## src/rtl/live_value_table_2w4r_pkg.sv

```systemverilog
// Shared widths, types and bank-index constants for the 2W/4R live value table
// and its companion data banks.
package live_value_table_2w4r_pkg;

  localparam int ADDR_WIDTH  = 5;
  localparam int ENTRY_WIDTH = 1;
  localparam int DEPTH       = 2 ** ADDR_WIDTH;

  typedef logic [ADDR_WIDTH-1:0]  addr_t;
  typedef logic [ENTRY_WIDTH-1:0] lvt_entry_t;

  localparam lvt_entry_t BANK0 = lvt_entry_t'(0);
  localparam lvt_entry_t BANK1 = lvt_entry_t'(1);

endpackage

```

## src/rtl/live_value_table_2w4r.sv

```systemverilog
// Live value table: records which write port last wrote each address so the
// four read ports can steer their 2:1 word muxes to the live data bank.
module live_value_table_2w4r
  import live_value_table_2w4r_pkg::*;
#(
  parameter int ADDR_WIDTH  = live_value_table_2w4r_pkg::ADDR_WIDTH,
  parameter int ENTRY_WIDTH = live_value_table_2w4r_pkg::ENTRY_WIDTH
) (
  input  logic                   clock,
  input  logic                   reset_n,
  input  logic                   we0,
  input  logic [ADDR_WIDTH-1:0]  write_addr_0,
  input  logic                   we1,
  input  logic [ADDR_WIDTH-1:0]  write_addr_1,
  input  logic [ADDR_WIDTH-1:0]  read_addr_0,
  input  logic [ADDR_WIDTH-1:0]  read_addr_1,
  input  logic [ADDR_WIDTH-1:0]  read_addr_2,
  input  logic [ADDR_WIDTH-1:0]  read_addr_3,
  output logic [ENTRY_WIDTH-1:0] read_0,
  output logic [ENTRY_WIDTH-1:0] read_1,
  output logic [ENTRY_WIDTH-1:0] read_2,
  output logic [ENTRY_WIDTH-1:0] read_3
);

  localparam int TABLE_DEPTH = 2 ** ADDR_WIDTH;

  logic [ENTRY_WIDTH-1:0] entry [TABLE_DEPTH];

  // Port 1 is assigned last so it wins a same-address collision.
  always_ff @(posedge clock or negedge reset_n) begin
    if (!reset_n) begin
      for (int i = 0; i < TABLE_DEPTH; i++) begin
        entry[i] <= ENTRY_WIDTH'(BANK0);
      end
    end else begin
      if (we0) entry[write_addr_0] <= ENTRY_WIDTH'(BANK0);
      if (we1) entry[write_addr_1] <= ENTRY_WIDTH'(BANK1);
    end
  end

  // No write bypass: reads see the pre-edge value until the clock edge.
  assign read_0 = entry[read_addr_0];
  assign read_1 = entry[read_addr_1];
  assign read_2 = entry[read_addr_2];
  assign read_3 = entry[read_addr_3];

endmodule

```

## config.mk

```make
export PLATFORM = sky130hd
export DESIGN_NAME = live_value_table_2w4r
export DESIGN_NICKNAME = d
export VERILOG_FILES = /design/src/rtl/live_value_table_2w4r_pkg.sv /design/src/rtl/live_value_table_2w4r.sv
export SDC_FILE = /design/constraint.sdc
export NUM_CORES = 1
export LEC_CHECK = 0
export CORE_MARGIN = 2
export CORE_UTILIZATION = 44
export CTS_CLUSTER_DIAMETER = 80
export DETAILED_ROUTE_END_ITERATION = 12
export PLACE_DENSITY = 0.66
export RECOVER_POWER = 100
export REMOVE_ABC_BUFFERS = 1
export SLEW_MARGIN = 20
export SYNTH_ARGS = -nofsm -noshare
export SYNTH_HDL_FRONTEND = slang
export SYNTH_SLANG_ARGS = --single-unit
```

## constraint.sdc

```tcl
create_clock -name clock -period 3.6 [get_ports clock]
set_input_delay 0.9 -clock clock [delete_from_list [all_inputs] [get_ports clock]]
set_output_delay 0.9 -clock clock [all_outputs]
set_load 0.02 [all_outputs]
```

### Word-level counts from Yosys, hierarchy flattened

Index checks and enable logic that the tools add are counted.

* flip-flop bits (word level): 32
* input port bits: 34
* output and inout bits: 4
* word-level logic and storage cells: 69

* $lt $le $gt $ge: 8
* multiplexer cells: 18
* bitwise operators: 9
* reductions and logical operators: 2

Operators with widths (number)
* 32-bit 2-to-1 mux: 2
* 6-bit >= comparator, second input constant: 6
* 5-bit inverter with 6-bit output: 6
* 32-bit AND: 1
* 32-bit inverter: 1
* 32-bit bitwise OR: 1
* 1-bit binary-select mux with 5-bit select: 4
* 6-bit by 1-bit < comparator with 1-bit output, second input constant: 2
* 1-bit demux with 5-bit select: 2
* 1-bit 2-to-1 mux: 10
* 1-bit logical AND: 2

### Longest topological paths before layout

Gate-level depths: netlist of run 1.

* word-level depth: 10
* depth in mapped cells: 7
* depth with buffers taken out: 5

### Worst setup path after synthesis of run 1

OpenSTA, ideal clock, no wires.

* path type: input -> output
* start point: in read_addr_0[1]
* end point: out read_0
* data arrival time: 1873 ps
* data required time: 2700 ps
* path slack: 827 ps
* stages on the path: 7
* buffers on the path: 2
* cells stage by stage: buf_6 > buf_12 > mux2i_1 > a22oi_1 > nand3_1 > nand2_1 > a311o_1

* cells in the longest elaborated chain, start to end: 4

RTL lines
* from (decl): line live_value_table_2w4r.sv:15 `input logic [ADDR_WIDTH-1:0] read_addr_0,`
* 5-bit inverter with 6-bit output (not written as such): line live_value_table_2w4r.sv:42 `assign read_0 = entry[read_addr_0];`
* 1-bit binary-select mux with 5-bit select: line live_value_table_2w4r.sv:42
* 1-bit 2-to-1 mux (not written as such) (2 in series): line live_value_table_2w4r.sv:42
* to (decl): line live_value_table_2w4r.sv:19 `output logic [ENTRY_WIDTH-1:0] read_0,`

Every way passes these cells. The select of a mux whose other input is x is not followed.

### Worst setup path in the final report of run 1

* start point: in read_addr_1[1]
* end point: out read_1

* cells in the longest elaborated chain, start to end: 4

RTL lines
* from (decl): line live_value_table_2w4r.sv:16 `input logic [ADDR_WIDTH-1:0] read_addr_1,`
* 5-bit inverter with 6-bit output (not written as such): line live_value_table_2w4r.sv:43 `assign read_1 = entry[read_addr_1];`
* 1-bit binary-select mux with 5-bit select: line live_value_table_2w4r.sv:43
* 1-bit 2-to-1 mux (not written as such) (2 in series): line live_value_table_2w4r.sv:43
* to (decl): line live_value_table_2w4r.sv:20 `output logic [ENTRY_WIDTH-1:0] read_1,`

Every way passes these cells. The select of a mux whose other input is x is not followed.

==> summary.txt, run 1 <==
Global route
  • Vias in the first global route: 2350
  • Pin count of the biggest net entering global routing: 33
  • First-pass GRT wire length: 12.0 mm
  • Initial antenna violation count: 0
  • Total grt overflow: 0
  • Total GRT Usage: 24.1%

Placed design
  • Routability cong.: 0.937
  • Dpl hpwl: 5.82 mm
  • PortBufs: 37
  • Placed Cells: 408
  • Placed instance area: 3100 um^2

Layout
  • Diodes inserted: 0
  • Post-layout util: 54.9%
  • Final Cell Area: 3190 um^2
  • # fillers: 567
  • Largest reg by FF count: entry
  • Commonest non-fill, non-tap cells in the layout: 64 x o21ai_0, 64 x mux2i_1, 32 x dfrtp_1, 29 x clkdlybuf4s50_1, 28 x nand2_1
  • Area Overhead vs Synth: 22.7%
  • Biggest regs: entry x32
  • Post-Layout Cell Count: 419
  • Proportion of layout cells with a drive suffix above 1: 9.59%
  • Number of flip-flops in the largest register: 32
  • Multi-input logic area: 1670 um^2
  • Nets@finish: 377
  • Register area: 801 um^2

Route
  • # DRC: 0
  • DR vias: 2548
  • Antenna Nets Post-Route: 0
  • Drt via density: 6.08
  • DR iter-0 viols: 141
  • TritonRoute pass-1 iters: 6
  • Final WL: 7.76 mm
  • WL/cell: 18.5 um

Floorplan
  • Area of the core: 5820 um^2
  • Die H: 80.9 um
  • Die Area: 6550 um^2
  • Site Rows: 28
  • IO Pins: 38
  • Initial Utilization: 44.8%
  • Chip width: 80.9 um

Logic synthesis
  • Yosys warning count: 0
  • Synth top area share: 30.8%
  • Number of synthesized register bits: 32
  • Asr flop ratio synth: 100%
  • Cell taking the most area after synthesis: dfrtp_1
  • Register area share after synthesis: 30.8%
  • Top post-synthesis cells by area: dfrtp_1 31%, mux2i_1 25%, o21ai_0 12%, a22oi_1 4.6%, nand2_1 4.0%
  • Unique masters post-synth: 22
  • Mapped Cells: 290
  • Top FF cell, synth: dfrtp_1
  • Post-synthesis cell area: 2600 um^2
  • Mean Syn Cell Area: 8.98 um^2
  • Number of synthesized flops with an enable pin: 0

Timing
  • Slew of the pin with the lowest slew margin: 1670 ps
  • Clock Skew: 0 ps
  • Fmax: 0.286 GHz
  • Final TNS setup: 0 ps
  • Final Hold Viols: 0
  • Period utilisation layout: 97.2%
  • Final critical-path required period: 3500 ps
  • Slew HR: -11.5%
  • Number of max-slew violations in the final report: 33
  • Final setup vio count: 0
  • RSZ-0062 raised after global routing: false

Status
  • Outcome: finished, violations left
  • Failing checks: max-capacitance violations, max-slew violations

Critical path
  • R2r setup slk: 2800 ps
  • Worst Path Required: 2700 ps
  • Crit path kind: in2out
  • Worst-path cell chain: clkdlybuf4s50_1 -> buf_4 -> mux2i_1 -> a22oi_1 -> nand3_1 -> nand2_1 -> a311o_1 -> clkbuf_2
  • Crit path arrival time: 2600 ps
  • CP Launch Type: input port
  • CP max FO: 14
  • WP buf/inv: 3
  • Crit-path leading delay family: buffers and inverters
  • Slowest CP cell: clkdlybuf4s50_1
  • CP max stage delay: 460 ps
  • Worst Setup End Kind: output pin

Clock tree
  • Clk sinks: 32
  • Clock-pin slew on the worst setup and hold paths: 60 ps
  • Worst skew pair latency: 290 ps
  • TritonCTS clock tree: built
  • Total CTS buffers: 5
  • Hold_buf cts: 0
  • CTS max path bufs: 2
  • Root Buffer: clkbuf_8
  • Max H-tree Level: 2

Pwr
  • Leak: 0.00138 uW
  • Worst VDD drop: 0.343 mV
  • Power density over cell area: 400 nW/um^2

Run
  • Max-cap violations: 1

Hold path
  • HP Class: reg2reg
timing repair:
| item | CTS | global route |
|---|---|---|
| resized for setup | 4 | 7 |
| endpoints found under the hold margin | 0 | 0 |
| setup endpoints to repair | 4 | 4 |
| buffers inserted | 0 | 2 |
| gates cloned | 0 | 1 |
worst register-to-register path, delay by kind of cell (launching register included):
| family | cells | cell delay, ps |
|---|---|---|
| compound gates | 2 | 210 |
| flops | 1 | 460 |
cell type report:
class,instances,share of cell area [%]
Sequential cell,32,25.1
Timing Repair Buffer,56,16.8
Clock buffer,6,2.59
Clock inverter,2,0.313
Tap cell,75,2.94
Multi-Input combinational cell,248,52.3
where the power goes:
part	internal [uW]	total [uW]	switching (uW)	leakage [uW]
Combinational	207	413	206	0.000940
Sequential	444	582	139	0.000392
Clock	152	283	131	0.0000510
Total	803	1280	475	0.00138
kinds of logic after synthesis:
logic type | synth area share (%)
AOI/OAI and AO/OA | 21.9
buffers and inverters | 5.14
DFF | 30.8
muxes | 24.6
and+or+nand+nor | 17.6
metrics by stage:
step / worst slack (ps) / total power (uW) / hold slack, ps
floorplan: 962 / 784 / 533
global placement: -211 / 985 / 584
detailed placement: -213 / 998 / 595
CTS: 6.68 / 1270 / 610
global route: 23.3 / 1360 / 663
finish: 99.4 / 1280 / 611
Yosys cell counts, types with 4 or more instances:
| master | number |
|---|---|
| and2b_1 | 4 |
| nand3b_1 | 10 |
| nand2b_1 | 4 |
| nand2_1 | 28 |
| buf_12 | 4 |
| nor2_1 | 8 |
| nor2b_1 | 4 |
| a21oi_1 | 12 |
| a22oi_1 | 16 |
| dfrtp_1 | 32 |
| nand4b_1 | 4 |
| or3b_2 | 4 |
| o21ai_0 | 64 |
| buf_6 | 4 |
| a211oi_1 | 4 |
| mux2i_1 | 64 |
| and2_1 | 4 |
| nand3_1 | 12 |
| a311o_1 | 4 |
routing by layer:
| layer | global-route usage [%] | wire length [um] | vias to the layer above |
|---|---|---|---|
| li1 | - | - | 1207 |
| met1 | 31.7 | 3550 | 1230 |
| met2 | 41.2 | 3640 | 94 |
| met3 | 2.89 | 417 | 17 |
| met4 | 8.14 | 162 | 0 |
| met5 | 0 | 0 | - |
path summary, 6_finish.rpt:
kind / to / from / depth (start not counted)
hold reg to reg: entry[12]$_DFF_PN0_ / entry[12]$_DFF_PN0_ / 2
min in group asynchronous: entry[2]$_DFF_PN0_ / reset_n / 2
hold / removal: entry[12]$_DFF_PN0_ / entry[12]$_DFF_PN0_ / 2
max in group asynchronous: entry[11]$_DFF_PN0_ / reset_n / 2
setup / recovery: read_1 / read_addr_1[1] / 8
setup reg to reg: entry[1]$_DFF_PN0_ / entry[1]$_DFF_PN0_ / 2
(Power assumes the default switching activity.)
==> run 2: changes to the inputs <==
- CELL_PAD_IN_SITES_DETAIL_PLACEMENT: default -> 1
- CELL_PAD_IN_SITES_GLOBAL_PLACEMENT: default -> 1
- PLACE_DENSITY: 0.66 -> 0.83
==> run 2 against run 1 <==
The run still ends with max-capacitance violations, max-slew violations left. Wire length is 15% higher. Clock skew unchanged. Register-to-register slack got worse by 80 ps. Worst hold slack improved by 5.8 ps. Core utilization rose by 0.37 points. Sequential cell count is the same. Global-route usage increased by 3.4 points. Final cell count increased by 0.48%. First-iteration DRC count shrank 1.4%. Critical path depth rose by 1. Critical path type unchanged. Critical endpoint is now read_2. Largest cell class unchanged. Largest power group unchanged. Highest routed layer unchanged.
==> summary.txt, run 2 (synthesized netlist as in run 1, its figures left out) <==
Global route
  • Pin count of the biggest net entering global routing: 33
  • First-pass GRT wire length: 13.6 mm
  • Total grt overflow: 0
  • Total GRT Usage: 27.6%
  • Vias in the first global route: 2666
  • Initial antenna violation count: 0

Timing
  • Final critical-path required period: 3510 ps
  • Period utilisation layout: 97.5%
  • Number of max-slew violations in the final report: 33
  • Clock Skew: 0 ps
  • Slew HR: -13.2%
  • Fmax: 0.285 GHz
  • RSZ-0062 raised after global routing: false
  • Worst hold slack: 617 ps
  • Final setup vio count: 0
  • Slew of the pin with the lowest slew margin: 1700 ps
  • Final Hold Viols: 0

Clock tree
  • Root Buffer: clkbuf_8
  • Worst skew pair latency: 280 ps
  • CTS max path bufs: 2
  • Clock-pin slew on the worst setup and hold paths: 60 ps
  • Hold_buf cts: 0
  • TritonCTS clock tree: built
  • Clk sinks: 32
  • Total CTS buffers: 5
  • Max H-tree Level: 2

Critical path
  • Slowest CP cell: clkdlybuf4s50_1
  • CP max stage delay: 470 ps
  • Worst Path Required: 2700 ps
  • Worst r2r path cells: 2
  • Crit path kind: in2out
  • Most Frequent Cell on Critical Path: nand2_1
  • Worst Setup End Kind: output pin
  • CP max FO: 15
  • Worst-path cell chain: clkdlybuf4s50_1 -> buf_6 -> buf_4 -> mux2i_1 -> nand2_1 -> nand3_1 -> nand2_1 -> a311o_1 -> clkbuf_2
  • CP Launch Type: input port
  • Crit path arrival time: 2610 ps

Layout
  • Most common cell after layout, fill and taps aside: o21ai_0
  • Area Overhead vs Synth: 23.5%
  • Largest reg by FF count: entry
  • Post-layout util: 55.3%
  • Biggest regs: entry x32
  • Diodes inserted: 0
  • Proportion of layout cells with a drive suffix above 1: 10.7%
  • Commonest non-fill, non-tap cells in the layout: 64 x o21ai_0, 62 x mux2i_1, 32 x dfrtp_1, 28 x nand2_1, 28 x clkdlybuf4s50_1
  • Nets@finish: 380
  • Number of flip-flops in the largest register: 32

Pwr
  • Sw frac: 38.9%
  • P_sw: 502 uW
  • Clock power frac: 19.7%
  • Leak: 0.00138 uW
  • Pwr Total: 1290 uW
  • Sequential power share: 46.4%
  • Combinational power share: 33.9%
  • Power density over cell area: 401 nW/um^2
  • Internal: 787 uW
  • Worst VDD drop: 0.343 mV

Placed design
  • Routability cong.: 0.855
  • Dpl hpwl: 6.56 mm
  • PortBufs: 37

Route
  • Drt via density: 6.23
  • WL/cell: 21.2 um
  • DR iter-0 viols: 139
  • Metal1 wirelength: 3.99 mm
  • TritonRoute pass-1 iters: 4
  • Final WL: 8.94 mm
  • # DRC: 0
  • Metal3 WL: 256 um
  • Antenna Nets Post-Route: 0
  • DR vias: 2624
  • Max layer used: met4
  • Met2 WL post-DR: 4.47 mm

Floorplan
  • Site Rows: 28
  • Initial Utilization: 44.8%
  • Die Area: 6550 um^2
  • Area of the core: 5820 um^2
  • IO Pins: 38
  • Die H: 80.9 um
  • Chip width: 80.9 um

Hold path
  • Hold Path Cell Cnt: 2
  • HP Class: reg2reg

Run
  • Max-cap violations: 1

Status
  • Outcome: finished, violations left
  • Failing checks: max-capacitance violations, max-slew violations
run 2: cell types whose count changed in the layout (fill, tap and decap cells not counted):
cell / delta
dlygate4sd3_1: +1
buf_4: +2
clkbuf_8: -1
mux2i_1: -2
dlygate4sd2_1: -1
buf_6: +1
mux2i_2: +2
clkinv_2: -1
clkdlybuf4s15_2: +1
clkbuf_1: +1
clkdlybuf4s50_1: -1
run 2: power by group through the flow:
stage          combinational [uW]  clock [uW]  sequential, uW
6_report                      437         254             599
5_1_grt                       484         273             606
3_3_place_gp                  408           0             589
4_1_cts                       428         260             586
2_1_floorplan                 260           0             525
3_5_place_dp                  427           0             592
run 2: timing repair:
item	in CTS	in global routing
buffers inserted	3	6
gates cloned	0	1
pin swaps	0	0
gates resized for setup	7	8
endpoints found under the setup margin	4	4
run 2: layout make-up:
type	instances	area [um^2]
clock buffers	6	72.6
clock inverters	1	5.00
fillers	714	2600
multi-input cells	248	1680
flip-flops and latches	32	801
well taps	75	93.8
repair buffers	59	567
run 2: path summary, 6_finish.rpt:
check                                    startpoint                  end  slack, ps
worst min register to register  entry[22]$_DFF_PN0_  entry[22]$_DFF_PN0_        620
worst max register to register   entry[7]$_DFF_PN0_   entry[7]$_DFF_PN0_       2720
max in group asynchronous                   reset_n   entry[9]$_DFF_PN0_       1010
worst max-delay path                 read_addr_2[1]               read_2         90
worst min-delay path            entry[22]$_DFF_PN0_  entry[22]$_DFF_PN0_        620
min in group asynchronous                   reset_n   entry[1]$_DFF_PN0_       1600
run 2: per-layer routing:
| metal | vias to the layer above | GRT usage, % |
|---|---|---|
| met5 | - | 0 |
| met4 | 0 | 10.0 |
| met3 | 19 | 2.78 |
| met2 | 72 | 48.7 |
| met1 | 1321 | 34.9 |
| li1 | 1212 | - |
run 2: through the flow:
| step | area, um^2 | std cells | TNS [ps] | setup WS, ps |
|---|---|---|---|---|
| 2_1_floorplan | 2470 | 280 | 0 | 962 |
| 3_3_place_gp | 3070 | 404 | -779 | -226 |
| 3_5_place_dp | 3070 | 404 | -917 | -248 |
| 4_1_cts | 3170 | 414 | 0 | 1.17 |
| 5_1_grt | 3220 | 421 | 0 | 18.1 |
| 6_report | 3220 | 421 | 0 | 89.4 |
run 2: critical path: cells and delay by family:
family / cells / cell delay, ps
compound gates: 1 / 280
buf+inv: 4 / 990
mux: 1 / 210
simple gates: 3 / 220
